`config.mk`:
```
export PLATFORM = sky130hd
export DESIGN_NAME = sdm_decimator
export DESIGN_NICKNAME = d
export VERILOG_FILES = /design/src/rtl/sdm_decimator.sv
export SDC_FILE = /design/constraint.sdc
export NUM_CORES = 1
export LEC_CHECK = 0
export ABC_AREA = 1
export CORE_MARGIN = 5
export CORE_UTILIZATION = 40
export CTS_CLUSTER_DIAMETER = 120
export CTS_CLUSTER_SIZE = 28
export DETAILED_ROUTE_END_ITERATION = 8
export PLACE_DENSITY = 0.52
export SYNTH_ARGS = -nofsm -noshare
export SYNTH_HDL_FRONTEND = slang
export SYNTH_SLANG_ARGS = --single-unit
export TNS_END_PERCENT = 30
```
`constraint.sdc`:
```
create_clock -name clk -period 3.6 [get_ports clk]
set_clock_uncertainty 0.1 [all_clocks]
set_input_delay 0.72 -clock clk [delete_from_list [all_inputs] [get_ports clk]]
set_output_delay 0.72 -clock clk [all_outputs]
set_load 0.005 [all_outputs]
```
`src/rtl/sdm_decimator.sv`:
```
// sdm_decimator
//   Receive side of a first-order sigma-delta bitstream. It recovers WIDTH-bit
//   samples with a sinc2 (two-stage CIC) decimator. The decimation ratio is
//   R = 2^WIDTH, and the internal CIC width is 2*WIDTH+1. Decoded samples are
//   offered on a valid/ready port, with sticky overrun detection.
//
//   Optional feature: define SDM_DEC_SYNC_EN to pass din through a 2-flop
//   synchroniser before sampling. This adds 2 clk from the pin to sampling.
//   The synchroniser flops reset to 1, so the counted quantum x is 0.
//
// Ports
//   clk         in   system clock, all logic on posedge
//   rst         in   synchronous reset, active-high
//   ena         in   sample strobe: din accepted on edges where ena=1
//   din         in   sigma-delta bitstream (x = ~din is the counted quantum)
//   dout        out  decoded sample (WIDTH bits)
//   dout_valid  out  dout holds an unconsumed sample
//   dout_ready  in   consumer accepts dout when dout_valid & dout_ready
//   overrun     out  sticky: a sample was overwritten before acceptance
//   ovr_clr     in   clears overrun (single-cycle pulse)
module sdm_decimator #(
  parameter int WIDTH = 8
) (
  input  logic             clk,
  input  logic             rst,
  input  logic             ena,
  input  logic             din,
  output logic [WIDTH-1:0] dout,
  output logic             dout_valid,
  input  logic             dout_ready,
  output logic             overrun,
  input  logic             ovr_clr
);

  localparam int CW = 2 * WIDTH + 1;

  logic [CW-1:0]    i1_q, i1_d;
  logic [CW-1:0]    i2_q, i2_d;
  logic [CW-1:0]    i2_prev_q, i2_prev_d;
  logic [CW-1:0]    c1_prev_q, c1_prev_d;
  logic [WIDTH-1:0] cnt_q, cnt_d;
  logic             tick_q, tick_d;
  logic             primed_q, primed_d;
  logic [WIDTH-1:0] dout_q, dout_d;
  logic             valid_q, valid_d;
  logic             ovr_q, ovr_d;

  logic             din_s;
  logic [CW-1:0]    x;
  logic [CW-1:0]    c1, c2;
  logic [WIDTH-1:0] q;
  logic             ovr_set;

`ifdef SDM_DEC_SYNC_EN
  logic [1:0] sync_q, sync_d;

  always_comb begin
    sync_d = {sync_q[0], din};
  end

  // Synchroniser runs every clk, independent of ena; reset to 1 so x=0.
  always_ff @(posedge clk) begin
    if (rst) sync_q <= 2'b11;
    else     sync_q <= sync_d;
  end

  assign din_s = sync_q[1];
`else
  assign din_s = din;
`endif

  always_comb begin
    x         = {{(CW-1){1'b0}}, ~din_s};
    i1_d      = i1_q;
    i2_d      = i2_q;
    cnt_d     = cnt_q;
    i2_prev_d = i2_prev_q;
    c1_prev_d = c1_prev_q;
    primed_d  = primed_q;
    dout_d    = dout_q;
    valid_d   = valid_q;
    ovr_set   = 1'b0;

    // Integrators; i2 accumulates the already-updated i1.
    if (ena) begin
      i1_d  = i1_q + x;
      i2_d  = i2_q + i1_q + x;
      cnt_d = cnt_q + 1'b1;
    end
    tick_d = ena && (cnt_q == '1);

    // The comb stage runs one edge after the frame's last bit.
    // At that point, i2_q already contains that bit.
    c1 = i2_q - i2_prev_q;
    c2 = c1 - c1_prev_q;
    // c2 >> WIDTH spans WIDTH+1 bits. Its top bit is set only when the input
    // is all ones (c2 = R^2), so in that case clamp to full scale.
    q  = c2[CW-1] ? {WIDTH{1'b1}} : c2[CW-2:WIDTH];

    if (tick_q) begin
      i2_prev_d = i2_q;
      c1_prev_d = c1;
      primed_d  = 1'b1;
    end

    // The first tick after reset only fills the comb history.
    if (tick_q && primed_q) begin
      dout_d  = q;
      valid_d = 1'b1;
      ovr_set = valid_q && !dout_ready;
    end else if (valid_q && dout_ready) begin
      valid_d = 1'b0;
    end

    // A new overrun wins over a coincident clear.
    if (ovr_set)      ovr_d = 1'b1;
    else if (ovr_clr) ovr_d = 1'b0;
    else              ovr_d = ovr_q;
  end

  always_ff @(posedge clk) begin
    if (rst) begin
      i1_q      <= '0;
      i2_q      <= '0;
      i2_prev_q <= '0;
      c1_prev_q <= '0;
      cnt_q     <= '0;
      tick_q    <= 1'b0;
      primed_q  <= 1'b0;
      dout_q    <= '0;
      valid_q   <= 1'b0;
      ovr_q     <= 1'b0;
    end else begin
      i1_q      <= i1_d;
      i2_q      <= i2_d;
      i2_prev_q <= i2_prev_d;
      c1_prev_q <= c1_prev_d;
      cnt_q     <= cnt_d;
      tick_q    <= tick_d;
      primed_q  <= primed_d;
      dout_q    <= dout_d;
      valid_q   <= valid_d;
      ovr_q     <= ovr_d;
    end
  end

  assign dout       = dout_q;
  assign dout_valid = valid_q;
  assign overrun    = ovr_q;

endmodule

```
==> results_dict.tcl <==
set metrics [dict create \
    grt_pass1_wl_um 22700 \
    ys_seq_elements 88 \
    max_freq_ghz 0.303 \
    routed_wl_um 12900 \
    vias 5288 \
    maxCapViolCount 0 \
    antenna_found_initial 0 \
    fp.dieW_um 131 \
    tightest_slew_ns 0.582 \
    cts_root_buf "clkbuf_16" \
    synthDistinctLibCells 41 \
    first_pass_iters 4 \
    final_cell_mix "nand2_1 (159), inv_1 (146), nor2_1 (107), dfxtp_1 (85), a21oi_1 (84)" \
    die_h_um 131 \
    yosysWarnings 0 \
    clkLatencyLatePin_ns 0.35 \
    place.gp.congestion 0.914 \
    htree_levels 3 \
    cts_tree "yes" \
    async_flop_share_pct 0 \
    syn2layout_area_growth_pct 11.2 \
    critical_path_class "flop to flop" \
    drt-initial-drc-count 135 \
    cp.required_ns 3.75 \
    row_count 44 \
    period_minus_slack_ns 3.30 \
    cts_sinks 88 \
    synthCells 877 \
    start_util_pct 40.4 \
    avgSynthCellArea_um2 6.65 \
    drv_slew 0 \
    io_pins 16 \
    clockBufferDepth 2 \
    numPortBuffers 15 \
    fin_crit_sh_pct 91.6 \
    final_area_um2 6480 \
    clk_pin_slew_ns 0.06 \
    dpl_cell_area_um2 6130 \
    layout.nets 946 \
    fin_ws_ns 0.304 \
    postRouteAntennaNets 0 \
    drive_gt1_share_pct 6.62 \
    cp_max_fo 8 \
    syn-cell-area_um2 5830 \
    hpwl_um 9950 \
    synthesis.nets 935 \
    power.leakage_nw 3.19 \
    cts_hold_buf 0 \
    cts_buffers 9 \
    overflow 0 \
    wl_per_cell_um 12.0 \
    ys_seq_area_share_pct 30.2 \
    grt_max_degree 51 \
    place_ws_ns 0.0985 \
    coreArea_um2 14400 \
    min_path_type "flop to flop" \
    vias_per_cell 4.92 \
    synth-edff-count 0 \
    final_hold_viol_count 0 \
    die-area_um2 17100 \
    relSlewSlack_pct 61.2 \
    outcome "complete, no violations" \
    setup_violations 0 \
    final_common_cell "nand2_1" \
    grt.total_usage_pct 16.4 \
    critPathLaunchType "flop" \
    synth_ff_type "dfxtp_1" \
    power_density_nw_per_um2 410 \
    antennaDiodeCount 0 \
    drcViolationCount 0 \
    crit_path_end_kind "flop" \
    critical_path_arrival_ns 3.44 \
    ir_drop_mv 0.229 \
    n_fill_cell 1509 \
    grt_pass1_vias 5136 \
]
==> layout make-up <==
class / instances / area, µm² / share of cell area, %
well taps: 184 / 230 / 3.55
inverters: 147 / 552 / 8.51
clock buffers: 11 / 243 / 3.74
repair buffers: 22 / 198 / 3.05
clock inverters: 3 / 20.0 / 0.309
multi-input cells: 620 / 3480 / 53.6
flip-flops and latches: 88 / 1770 / 27.2
==> report_power, final <==
part,switching (mW),internal (mW)
sequential,0.0207,0.992
combinational,0.496,0.293
clock,0.380,0.478
==> worst paths after layout <==
path	start	end	slack [ns]	cells after the start
max	i2_q[0]	dout[5]	0.30	24
min	i2_prev_q[2]	i2_prev_q[2]	0.36	2
max reg2reg	i2_q[0]	dout[5]	0.30	24
min reg2reg	i2_prev_q[2]	i2_prev_q[2]	0.36	2
==> state kept, by name, summed over array words and instances (netlist names) <==
| name | flops |
|---|---|
| i2_q | 17 |
| primed_q | 1 |
| i1_q | 17 |
| c1_prev_q | 17 |
| tick_q | 1 |
| dout | 8 |
| overrun | 1 |
| i2_prev_q | 17 |
| cnt_q | 8 |
| dout_valid | 1 |
==> metrics by stage <==
stage | setup TNS (ns) | std cells | power [mW] | hold WS (ns) | utilization, %
floorplan | 0 | 877 | 1.61 | 0.333 | -
global placement | 0 | 1059 | 1.78 | 0.346 | 42.5
detailed placement | 0 | 1059 | 1.78 | 0.353 | 42.5
CTS | 0 | 1073 | 2.65 | 0.361 | 44.4
global route | -0.0911 | 1075 | 2.86 | 0.386 | 45.0
finish | 0 | 1075 | 2.66 | 0.358 | 45.0
==> routing by layer <==
| layer | GRT usage, % | part of all wire, % |
|---|---|---|
| met1 | 20.2 | 48 |
| met2 | 28.2 | 47 |
| met3 | 3.29 | 2.2 |
| met4 | 5.93 | 2.2 |
| met5 | 0 | 0 |
==> synth_stat cells (2+ instances only) <==
master | count | area [µm²]
fa_1 | 3 | 60.1
nor3_1 | 13 | 65.1
xnor2_1 | 7 | 61.3
a21o_1 | 4 | 30.0
nand3_2 | 3 | 30.0
nand3b_1 | 3 | 22.5
nand2_1 | 163 | 612
o21bai_1 | 5 | 37.5
a21oi_1 | 89 | 445
nor2_2 | 2 | 12.5
o21ai_0 | 68 | 340
nor2_1 | 107 | 402
o21ai_1 | 3 | 15.0
xor2_1 | 23 | 201
nand3_1 | 47 | 235
inv_1 | 147 | 552
a31oi_1 | 4 | 25.0
a211oi_1 | 3 | 22.5
ha_1 | 49 | 613
dfxtp_1 | 88 | 1760
nor3_2 | 2 | 20.0
clkbuf_8 | 2 | 27.5
clkbuf_1 | 17 | 63.8
nand2_2 | 4 | 25.0
nand4_1 | 5 | 31.3
==> logic make-up (layout without fill, tap and decap cells) <==
logic type | after synthesis | count (layout) | synth area share (%)
AO/OA/AOI/OAI | 183 | 183 | 16.7
buffers and inverters | 169 | 183 | 11.4
adder cells (fa/ha/maj) | 52 | 52 | 11.5
XOR/XNOR | 30 | 30 | 4.50
flip-flops | 88 | 88 | 30.2
AND/OR/NAND/NOR | 355 | 355 | 25.7
==> repair_timing <==
action | 4_1_cts | 5_1_grt
gates resized for setup | 0 | 24
setup buffers | 0 | 2
endpoints found under the setup margin | 0 | 8
==> critical path, stage by stage, from the launching register on <==
cell and delay (ns):
dfxtp_2 0.33, inv_2 0.05, ha_4 0.16, fa_1 0.36
inv_1 0.07, nand2_1 0.06, nand2_1 0.08, nand3_1 0.11
nand2_2 0.13, a21oi_1 0.11, o21ai_1 0.16, xor2_1 0.22
ha_2 0.35, nand4_1 0.13, inv_1 0.05, nand2_1 0.06
nand3_1 0.06, inv_1 0.06, nand2_2 0.07, inv_1 0.07
nand3_2 0.09, nand2_4 0.12, nand3_1 0.08, nand2_1 0.08
inv_1 0.04
No activity file was read; power rests on OpenSTA's default activity.
